--- config.mk ---
export PLATFORM = sky130hd
export DESIGN_NAME = rx_frame_parser
export DESIGN_NICKNAME = d
export VERILOG_FILES = /design/src/rtl/rx_frame_parser.sv
export SDC_FILE = /design/constraint.sdc
export NUM_CORES = 1
export LEC_CHECK = 0
export BUFFER_PORTS_ARGS = -buffer_cell sky130_fd_sc_hd__buf_2
export CORE_MARGIN = 2
export CORE_UTILIZATION = 60
export DETAILED_ROUTE_END_ITERATION = 12
export PLACE_DENSITY = 0.77
export SLEW_MARGIN = 5
export SYNTH_ARGS = -nofsm -noshare
export SYNTH_HDL_FRONTEND = slang
export SYNTH_SLANG_ARGS = --single-unit
--- constraint.sdc ---
create_clock -name clk -period 2.9 [get_ports clk]
set_input_delay 0 -clock clk [delete_from_list [all_inputs] [get_ports clk]]
set_output_delay 0 -clock clk [all_outputs]
set_load 0.01 [all_outputs]
--- src/rtl/rx_frame_parser.sv ---
// rtl/rx_frame_parser.sv - sync/len/payload/xor-checksum frame parser with buffered payload drain
// Optional inter-byte timeout enabled by defining RX_FRAME_TIMEOUT_EN.
module rx_frame_parser #(
  parameter logic [7:0] SYNC_BYTE    = 8'hA5,
  parameter int         MAX_LEN      = 16,
  parameter int         TIMEOUT_CLKS = 1560
) (
  input  logic       clk,
  input  logic       rst_n,
  input  logic       rx_done_tick,
  input  logic [7:0] din,
  input  logic       out_ready,
  output logic       out_valid,
  output logic [7:0] out_data,
  output logic       out_last,
  output logic       frame_ok,
  output logic       frame_err,
  output logic       busy
);

  localparam int         IW        = (MAX_LEN > 1) ? $clog2(MAX_LEN) : 1;
  localparam logic [7:0] MAX_LEN_B = MAX_LEN[7:0];

  typedef enum logic [2:0] {S_HUNT, S_LEN, S_PAYLOAD, S_CHK, S_DRAIN} state_t;

  state_t     state_q;
  logic [7:0] len_q;
  logic [7:0] idx_q;
  logic [7:0] xor_q;
  logic       out_valid_q;
  logic [7:0] out_data_q;
  logic       out_last_q;
  logic       frame_ok_q;
  logic       frame_err_q;
  logic [7:0] buf_q [MAX_LEN];

  logic       in_frame;
  logic       idx_last;
  logic [7:0] xor_d;
  logic [7:0] rd_data;
  logic       buf_we;
  logic       tmo_hit;

  assign in_frame = (state_q == S_LEN) || (state_q == S_PAYLOAD) || (state_q == S_CHK);
  assign idx_last = (idx_q == len_q - 8'd1);
  assign xor_d    = xor_q ^ din;
  assign rd_data  = buf_q[idx_q[IW-1:0]];
  assign buf_we   = (state_q == S_PAYLOAD) && rx_done_tick;

`ifdef RX_FRAME_TIMEOUT_EN
  localparam int TW = $clog2(TIMEOUT_CLKS + 1);
  logic [TW-1:0] tmo_q;

  assign tmo_hit = (tmo_q == TW'(TIMEOUT_CLKS - 1));

  // A received byte always wins over expiry in the same cycle.
  always_ff @(posedge clk or negedge rst_n) begin
    if (!rst_n) begin
      tmo_q <= '0;
    end else if (!in_frame || rx_done_tick || tmo_hit) begin
      tmo_q <= '0;
    end else begin
      tmo_q <= tmo_q + TW'(1);
    end
  end
`else
  assign tmo_hit = 1'b0;
`endif

  // Payload storage carries no reset; stale bytes are never presented.
  always_ff @(posedge clk) begin
    if (buf_we) begin
      buf_q[idx_q[IW-1:0]] <= din;
    end
  end

  always_ff @(posedge clk or negedge rst_n) begin
    if (!rst_n) begin
      state_q     <= S_HUNT;
      len_q       <= '0;
      idx_q       <= '0;
      xor_q       <= '0;
      out_valid_q <= 1'b0;
      out_data_q  <= '0;
      out_last_q  <= 1'b0;
      frame_ok_q  <= 1'b0;
      frame_err_q <= 1'b0;
    end else begin
      frame_ok_q  <= 1'b0;
      frame_err_q <= 1'b0;
      case (state_q)
        S_HUNT: begin
          if (rx_done_tick && din == SYNC_BYTE) begin
            state_q <= S_LEN;
          end
        end
        S_LEN: begin
          if (rx_done_tick) begin
            if (din == 8'd0 || din > MAX_LEN_B) begin
              frame_err_q <= 1'b1;
              state_q     <= S_HUNT;
            end else begin
              len_q   <= din;
              xor_q   <= din;
              idx_q   <= '0;
              state_q <= S_PAYLOAD;
            end
          end else if (tmo_hit) begin
            frame_err_q <= 1'b1;
            state_q     <= S_HUNT;
          end
        end
        S_PAYLOAD: begin
          if (rx_done_tick) begin
            xor_q <= xor_d;
            if (idx_last) begin
              idx_q   <= '0;
              state_q <= S_CHK;
            end else begin
              idx_q <= idx_q + 8'd1;
            end
          end else if (tmo_hit) begin
            frame_err_q <= 1'b1;
            state_q     <= S_HUNT;
          end
        end
        S_CHK: begin
          if (rx_done_tick) begin
            idx_q <= '0;
            if (din == xor_q) begin
              frame_ok_q <= 1'b1;
              state_q    <= S_DRAIN;
            end else begin
              frame_err_q <= 1'b1;
              state_q     <= S_HUNT;
            end
          end else if (tmo_hit) begin
            frame_err_q <= 1'b1;
            state_q     <= S_HUNT;
          end
        end
        S_DRAIN: begin
          if (rx_done_tick) begin
            frame_err_q <= 1'b1;
          end
          // First pass loads byte 0; afterwards each accepted beat loads the next.
          if (!out_valid_q || out_ready) begin
            if (out_valid_q && out_last_q) begin
              out_valid_q <= 1'b0;
              out_last_q  <= 1'b0;
              state_q     <= S_HUNT;
            end else begin
              out_data_q  <= rd_data;
              out_last_q  <= idx_last;
              out_valid_q <= 1'b1;
              idx_q       <= idx_q + 8'd1;
            end
          end
        end
        default: state_q <= S_HUNT;
      endcase
    end
  end

  assign out_valid = out_valid_q;
  assign out_data  = out_data_q;
  assign out_last  = out_last_q;
  assign frame_ok  = frame_ok_q;
  assign frame_err = frame_err_q;
  assign busy      = (state_q != S_HUNT);

endmodule

==> metrics, run 1 <==
status=finished clean; Synth warnings=0; crit-path cells=nor2_1 -> and2_1 -> nand3b_1 -> nor2_1; syn_area_per_cell=16.69 µm²; fillers=732; CP delay by family, top=simple AND/OR/NAND/NOR gates; slowest stage delay, CP=0.88 ns; Diodes inserted=0; RR Startpoint=state_q[0]; largest net degree at the start of global routing=40; Worst Setup Path Type=flip-flop to flip-flop; critical path launch point type=flip-flop; Placement Rows=40; Reg2Reg Depth=4; period utilization=82.86%; first-pass GRT wire length=23.92 mm; fin nets=510; worst hold path class=primary input to flip-flop; Seq/Total Area, Yosys=65.17%; Die Area=0.01323 mm²; Worst Hold End=buf_q[0][5]; DRT Pass-1 Iters=5; clock sinks=167; VDD IR max=415.2 µV; layout cell share with drive strength beyond 1=22.53%; pre-CTS WS=0.5733 ns; WL/cell=23.80 µm; CORE AREA=0.01201 mm²; first-iteration detailed-routing DRC count=482; Hold Path Cell Cnt=1; commonest non-fill, non-tap cell in the layout=edfxtp_1; final setup fails=0; Final Max Tran Viols=0; min cycle time layout=2.403 ns; post-DP HPWL=9.920 mm; commonest register cell after synthesis=edfxtp_1; Clock transition at path regs=0.06 ns; drt total wl=15.54 mm; Slew HR=26.63%; Worst path slowest cell=nor2_1; endpoint class of the critical path=flip-flop; worst path bufs/invs=0; Worst Skew=0.01102 ns; r2r setup slk=0.50 ns; gpl congestion=0.9071; crit-path most repeated cell=nor2_1; Worst Min Path Start=din[5]; setup ws final=0.4970 ns; total number of vias=4103; reg2reg end=buf_q[10][7]; Final ANT Viol Nets=0; Die Span X=115.0 µm; Mapped Cells=443; Max FO, Critical Path=12; #FFs+latches synth=167; Area growth syn-to-layout=12.72%; Inserted Clock Buffers=17; PortBufs=24; most frequent cells in the layout=128 x edfxtp_1, 38 x dfrtp_1, 35 x nor2_1; GRT Residual Overflow=0; PwrDens=760.0 mW/mm²; vias in the first global route=4040; Distinct cells, synth=58; CP arrival=2.45 ns; Post-synth EDFFs=128; post-CTS setup buffer count=0; initial core utilization=61.57%; clk root buf=clkbuf_16; setup repair after global routing missed its margin=false; clock latency on the worst-skew pair=0.43 ns; Fmax=416.2 MHz; Fin. Hold Viols=0; Tot GR Track Use=25.62%; CTS tree=yes; Max-Cap Viols=0; Least-Margin Pin Slew=1.097 ns; Synthesized Nets=460; Fin Setup TNS=0 ns; synthesized cell area=0.007396 mm²; die height=115.0 µm; antenna violations before repair=0; Vias/cell=6.283; Final Power=6.336 mW; H-tree levels=4; Lkg Pwr=3.009 nW; io pins=25; share of flip-flops with an asynchronous set or reset=23.35%; Worst EP required=2.95 ns; DRC=0; Clock Tree Buf Depth=2
==> power by group <==
| group | switching, mW | total, mW | internal, mW |
|---|---|---|---|
| clock | 0.901 | 2.12 | 1.22 |
| sequential | 0.0852 | 2.76 | 2.68 |
| combinational | 0.713 | 1.46 | 0.744 |
| total | 1.70 | 6.34 | 4.64 |
==> synth_stat cells, types with 2 or more instances <==
master / count / area (µm²)
xnor2_1: 16 / 140.1
and2_1: 5 / 31.28
dfrtp_1: 39 / 975.9
nor2_1: 35 / 131.4
nor4_1: 2 / 12.51
a31oi_1: 3 / 18.77
buf_4: 2 / 15.01
edfxtp_1: 128 / 3844
nand2b_1: 5 / 31.28
nand2_1: 33 / 123.9
mux4_1: 28 / 735.7
nor3_1: 9 / 45.04
o21ai_0: 11 / 55.05
inv_1: 5 / 18.77
buf_12: 2 / 40.04
nand3_1: 5 / 25.02
or3_1: 3 / 18.77
ha_1: 5 / 62.56
mux4_2: 12 / 270.3
buf_6: 3 / 33.78
nand4_1: 6 / 37.54
a21oi_1: 11 / 55.05
clkbuf_1: 7 / 26.28
and3_1: 4 / 25.02
nand3b_1: 2 / 15.01
nor3_2: 4 / 40.04
mux2_4: 8 / 120.1
xor2_1: 6 / 52.55
o22ai_1: 5 / 31.28
buf_2: 11 / 55.05
==> per-layer routing <==
layer / up-vias / wire length [µm] / global-route usage (%)
li1: 1833 / - / -
met2: 171 / 7696 / 41.06
met5: - / 0 / 0
met4: 0 / 240 / 7.631
met1: 2075 / 6623 / 35.70
met3: 24 / 979 / 6.115
==> cell families (layout without fill, tap and decap cells) <==
kind of cell,count (synthesis),count (layout),synth area share [%]
AND/OR/NAND/NOR,128,128,9.339
XOR/XNOR,22,22,2.605
multiplexers,50,50,15.56
flip-flops,167,167,65.17
adder cells (fa/ha/maj),5,5,0.8459
AO/OA/AOI/OAI,40,40,3.671
buffers and inverters,31,94,2.808
==> worst max-delay path by stage <==
stage          startpoint           end  slack (ns)  cells past startpoint
2_1_floorplan    idx_q[0]   out_data[0]        0.86                      5
3_3_place_gp   state_q[0]  buf_q[14][5]        0.70                      4
3_5_place_dp   state_q[0]  buf_q[10][7]        0.57                      4
4_1_cts        state_q[0]  buf_q[10][0]        0.53                      4
5_1_grt        state_q[0]  buf_q[10][0]        0.41                      4
6_report       state_q[0]  buf_q[10][7]        0.50                      4
==> registers in the layout, indices dropped and copies added, names as in the netlist <==
name	flops
buf_q	128
frame_ok	1
len_q	8
xor_q	8
idx_q	8
state_q	3
frame_err	1
out_last	1
out_data	8
out_valid	1
==> area by class of cell <==
| class | instances | area (µm²) | area share (%) |
|---|---|---|---|
| Clock buffer | 23 | 457.9 | 5.493 |
| Clock inverter | 9 | 96.34 | 1.156 |
| Inverter | 5 | 18.77 | 0.2251 |
| Multi-Input combinational cell | 245 | 2369 | 28.41 |
| Sequential cell | 167 | 4821 | 57.83 |
| Tap cell | 147 | 183.9 | 2.206 |
| Timing Repair Buffer | 57 | 390.4 | 4.683 |
==> worst reg2reg max path, cell delays in order, from the launching register on <==
cell and delay, ns:
dfrtp_1 0.51, nor2_1 0.18, and2_1 0.27, nand3b_1 0.17, nor2_1 0.88
==> per-stage QoR <==
step / util [%] / instance area [µm²] / instances / hold slack (ns)
global placement: 64.46 / 7742 / 617 / 0.1779
global route: 69.41 / 8337 / 653 / 0.03437
CTS: 69.41 / 8337 / 653 / 0.009143
floorplan: - / 7396 / 443 / -0.2956
finish: 69.41 / 8337 / 653 / 0.02576
detailed placement: 64.46 / 7742 / 617 / 0.2009
==> repair_timing <==
item	4_1_cts	5_1_grt
gates resized for setup	0	0
hold buffers	4	0
hold endpoints to repair	59	0
Power figures use the tool's default switching activity.
==> inputs of run 2 (changes only) <==
--- a/config.mk
+++ b/config.mk
@@ -7,9 +7,9 @@
 export LEC_CHECK = 0
 export BUFFER_PORTS_ARGS = -buffer_cell sky130_fd_sc_hd__buf_2
 export CORE_MARGIN = 2
-export CORE_UTILIZATION = 60
+export CORE_UTILIZATION = 56
 export DETAILED_ROUTE_END_ITERATION = 12
-export PLACE_DENSITY = 0.77
+export PLACE_DENSITY = 0.76
 export SLEW_MARGIN = 5
 export SYNTH_ARGS = -nofsm -noshare
 export SYNTH_HDL_FRONTEND = slang
==> constraint.sdc (replaced) <==
create_clock -name clk -period 2.01 [get_ports clk]
set_input_delay 0 -clock clk [delete_from_list [all_inputs] [get_ports clk]]
set_output_delay 0 -clock clk [all_outputs]
set_load 0.01 [all_outputs]
==> metrics, run 2 (synthesis gave the netlist of run 1 again) <==
Placement Rows=41; PwrDens=1127 mW/mm²; Multi-input gate area=0.002318 mm²; Clock Tree Buf Depth=2; VDD IR max=664.2 µV; Tot GR Track Use=25.20%; Fmax=485.5 MHz; post-DP HPWL=10.11 mm; io pins=25; initial core utilization=57.90%; Worst path slowest cell=mux4_2; Fin. Hold Viols=0; CTS tree=yes; period utilization=102.5%; P_sw=2.772 mW; die height=118.9 µm; Largest register FFs=128; Inserted Clock Buffers=17; setup ws final=-0.04985 ns; clk root buf=clkbuf_16; H-tree levels=4; Final ANT Viol Nets=0; fin cells=703; clock latency on the worst-skew pair=0.43 ns; Combinational Power Share=25.3%; Clock Power Share=33.6%; Vias/cell=6.166; Worst Setup Path Type=flip-flop to flip-flop; critical path launch point type=flip-flop; Die Area=0.01414 mm²; first-pass GRT wire length=25.79 mm; Max-Cap Viols=0; PortBufs=24; crit-path most repeated cell=mux4_2; Least-Margin Pin Slew=0.5984 ns; vias in the first global route=4312; Placed Cells=661; Max FO, Critical Path=16; layout cell share with drive strength beyond 1=32.58%; Final Max Tran Viols=0; final setup fails=8; slowest stage delay, CP=0.54 ns; status=finished, violations left; GRT Residual Overflow=0; Worst Skew=0.009110 ns; first-iteration detailed-routing DRC count=517; Seq pwr share=41.2%; fillers=803; min cycle time layout=2.060 ns; gpl congestion=0.8294; Diodes inserted=0; antenna violations before repair=1; drt total wl=16.74 mm; fin nets=535; CORE AREA=0.01277 mm²; clock sinks=167; Lkg Pwr=3.105 nW; Finished Core Util=67.67%; endpoint class of the critical path=flip-flop; Area growth syn-to-layout=16.87%; Slew HR=60.10%; Die Span X=118.9 µm; setup repair after global routing missed its margin=true; crit-path cells=buf_12 -> mux4_2 -> mux4_2 -> mux2_4; most frequent cells in the layout=128 x edfxtp_1, 44 x buf_4, 38 x dfrtp_1; worst hold path class=primary input to flip-flop; Switching Share=28.46%; WL/cell=23.81 µm; Worst EP required=2.32 ns; CP arrival=2.37 ns; largest net degree at the start of global routing=24; total number of vias=4335; Clock transition at path regs=0.07 ns; pre-CTS WS=-0.05181 ns; Internal Power=6.966 mW; DRC=0; DRT Pass-1 Iters=5; failing checks=setup timing; commonest non-fill, non-tap cell in the layout=edfxtp_1; Seq. cell area=0.004821 mm²
## run 2: cell count changes in the layout (fill, tap and decap cells not counted), moves of 3 or more
cell,previous run,this run
clkbuf_1,5,0
clkinv_8,0,3
buf_12,1,5
mux4_1,28,3
buf_4,28,44
inv_8,1,4
mux4_2,12,37
## run 2: what timing repair did
item / CTS / global route
endpoints found under the setup margin: 14 / 29
hold buffers: 6 / 0
hold endpoints to repair: 27 / 0
gates cloned: 1 / 0
gates resized for setup: 11 / 10
pin swaps: 1 / 1
setup buffers: 2 / 1
## run 2: per-stage QoR
stage	area (µm²)	hold slack (ns)	power [mW]	TNS [ns]
floorplan	7337	-0.2956	5.705	-0.06024
global placement	7881	0.02687	6.266	-0.003562
detailed placement	7881	0.03220	6.330	-0.2996
CTS	8602	0.06207	9.740	-0.3148
global route	8643	0.09092	10.05	-0.5557
finish	8643	0.07795	9.738	-0.3002
## run 2: cell type report
cell class | instances | share of cell area [%]
clock buffer | 17 | 4.922
tap | 172 | 2.490
multi-input combinational | 245 | 26.82
timing repair buffer | 82 | 7.687
clock inverter | 15 | 2.085
sequential | 167 | 55.78
inverter | 5 | 0.2171
## run 2: power groups by stage
stage	logic [mW]	registers (mW)	clock network [mW]
floorplan	1.64	4.07	0
global placement	2.19	4.07	0
detailed placement	2.25	4.08	0
CTS	2.44	4.01	3.29
global route	2.59	4.02	3.44
finish	2.46	4.01	3.27
## run 2: final timing paths
kind | cells past startpoint | slack, ns | from | endpoint
hold / removal | 4 | 0.08 | din[2] | len_q[2]
min in group asynchronous | 2 | 0.11 | rst_n | out_data[3]
setup / recovery | 4 | -0.05 | idx_q[0] | out_data[4]
max in group asynchronous | 3 | 1.31 | rst_n | xor_q[6]
hold reg to reg | 1 | 0.52 | len_q[7] | len_q[7]
setup reg to reg | 4 | -0.05 | idx_q[0] | out_data[4]
## run 2: worst max-delay path, delay by kind of cell (launching register included)
kind	cells	cell delay, ns
muxes	3	1.31
buffers and inverters	1	0.20
DFF	1	0.42
## run 2: routing by layer
metal | vias to the layer above | track usage, % | part of all wire (%)
met1 | 2247 | 34.39 | 39
met4 | 0 | 9.821 | 2.1
met3 | 30 | 5.316 | 7.8
met2 | 196 | 40.23 | 51
met5 | - | 0 | 0
li1 | 1862 | - | -
==> inputs of run 3 (changes only) <==
--- a/config.mk
+++ b/config.mk
@@ -5,7 +5,9 @@
 export SDC_FILE = /design/constraint.sdc
 export NUM_CORES = 1
 export LEC_CHECK = 0
+export ABC_AREA = 0
 export BUFFER_PORTS_ARGS = -buffer_cell sky130_fd_sc_hd__buf_2
+export CORE_ASPECT_RATIO = 0.9
 export CORE_MARGIN = 2
 export CORE_UTILIZATION = 56
 export DETAILED_ROUTE_END_ITERATION = 12
==> metrics, run 3 (synthesis gave the netlist of run 1 again) <==
fin cells=710; Slew HR=61.58%; Worst Skew=0.01105 ns; final setup fails=10; worst hold path class=primary input to flip-flop; Final Max Tran Viols=0; Least-Margin Pin Slew=0.5762 ns; total number of vias=4494; H-tree levels=4; Placement Rows=39; layout cell share with drive strength beyond 1=35.90%; Clock Tree Buf Depth=2; Vias/cell=6.330; Diodes inserted=0; Final ANT Viol Nets=0; DRC=0; Largest register FFs=128; Fin Setup TNS=-0.7524 ns; Placed Cells=653; vias in the first global route=4356; PortBufs=24; Max FO, Critical Path=5; commonest non-fill, non-tap cell in the layout=edfxtp_1; Inserted Clock Buffers=17; Final Power=10.09 mW; endpoint class of the critical path=flip-flop; die height=113.0 µm; crit-path most repeated cell=mux4_2; critical path launch point type=flip-flop; Lkg Pwr=3.191 nW; CP arrival=2.47 ns; most frequent cells in the layout=128 x edfxtp_1, 52 x buf_4, 39 x mux4_2; clock latency on the worst-skew pair=0.43 ns; gpl congestion=0.8400; first-iteration detailed-routing DRC count=712; pre-CTS WS=-0.1107 ns; antenna violations before repair=0; clock sinks=167; min cycle time layout=2.155 ns; largest net degree at the start of global routing=29; Worst EP required=2.33 ns; fin nets=550; fin area=0.008828 mm²; failing checks=setup timing; Worst path slowest cell=mux4_2; DRT Pass-1 Iters=6; CORE AREA=0.01278 mm²; Fin. Hold Viols=0; clk root buf=clkbuf_16; crit-path cells=buf_6 -> buf_12 -> clkbuf_16 -> mux4_2 -> mux4_2 -> mux2_4; Tot GR Track Use=25.57%; Fmax=464.1 MHz; setup ws final=-0.1447 ns; Max-Cap Viols=0; period utilization=107.2%; WL/cell=25.78 µm; slowest stage delay, CP=0.51 ns; post-DP HPWL=10.82 mm; DP Area=0.007884 mm²; Finished Core Util=69.05%; VDD IR max=844.7 µV; Die Span X=125.1 µm; setup repair after global routing missed its margin=true; CTS tree=yes; status=finished, violations left; PwrDens=1142 mW/mm²; Area growth syn-to-layout=19.37%; GRT Residual Overflow=0; worst hold slack=0.05810 ns; io pins=25; initial core utilization=57.85%; Worst Setup Path Type=flip-flop to flip-flop; Die Area=0.01414 mm²; drt total wl=18.31 mm; Clock transition at path regs=0.07 ns; first-pass GRT wire length=26.08 mm
==> run 3: cell count changes in the layout (fill, tap and decap cells not counted), sizes merged, moves of 2 or more <==
cell | before | now
inv | 13 | 8
buf | 76 | 87
dlygate4sd3 | 6 | 8
clkbuf | 17 | 20
clkinvlp | 1 | 3
==> run 3: path summary, 6_finish.rpt <==
kind	slack, ns	start	cells past startpoint	endpoint
max in group asynchronous	1.19	rst_n	3	len_q[5]
setup reg to reg	-0.14	idx_q[0]	6	out_data[2]
min in group asynchronous	0.10	rst_n	2	out_data[5]
hold / removal	0.06	din[2]	4	len_q[2]
setup / recovery	-0.14	idx_q[0]	6	out_data[2]
hold reg to reg	0.51	len_q[7]	1	len_q[7]
==> run 3: layer usage <==
metal,share of wire (%),track usage [%],up-vias
li1,-,-,1891
met1,38,35.49,2288
met2,50,40.47,281
met3,9.8,6.761,34
met4,1.7,8.000,0
met5,0,0,-
==> run 3: final cells by class <==
class | instances | area (µm²)
tap | 164 | 205.2
clock buffer | 18 | 439.2
timing repair buffer | 97 | 829.5
multi-input combinational | 245 | 2365
fill | 784 | 3956
clock inverter | 14 | 150.1
sequential | 167 | 4821
inverter | 5 | 18.77
==> run 3: critical path, delay by kind of cell (launching register included) <==
family,cells,cell delay [ns]
mux,3,1.20
flops,1,0.43
buf+inv,3,0.41
==> run 3: what timing repair did <==
action                                  in CTS  in global routing
cloned                                       1                  3
setup buffers                                4                 11
hold endpoints to repair                    31                  0
resized for setup                           14                 27
endpoints found under the setup margin      21                 22
pin swaps                                    1                  3
hold buffers                                 8                  0
==> run 3: power breakdown <==
part	internal, mW	switching (mW)
combinational	1.53	1.31
clock	1.87	1.36
sequential	3.86	0.153
total	7.26	2.82
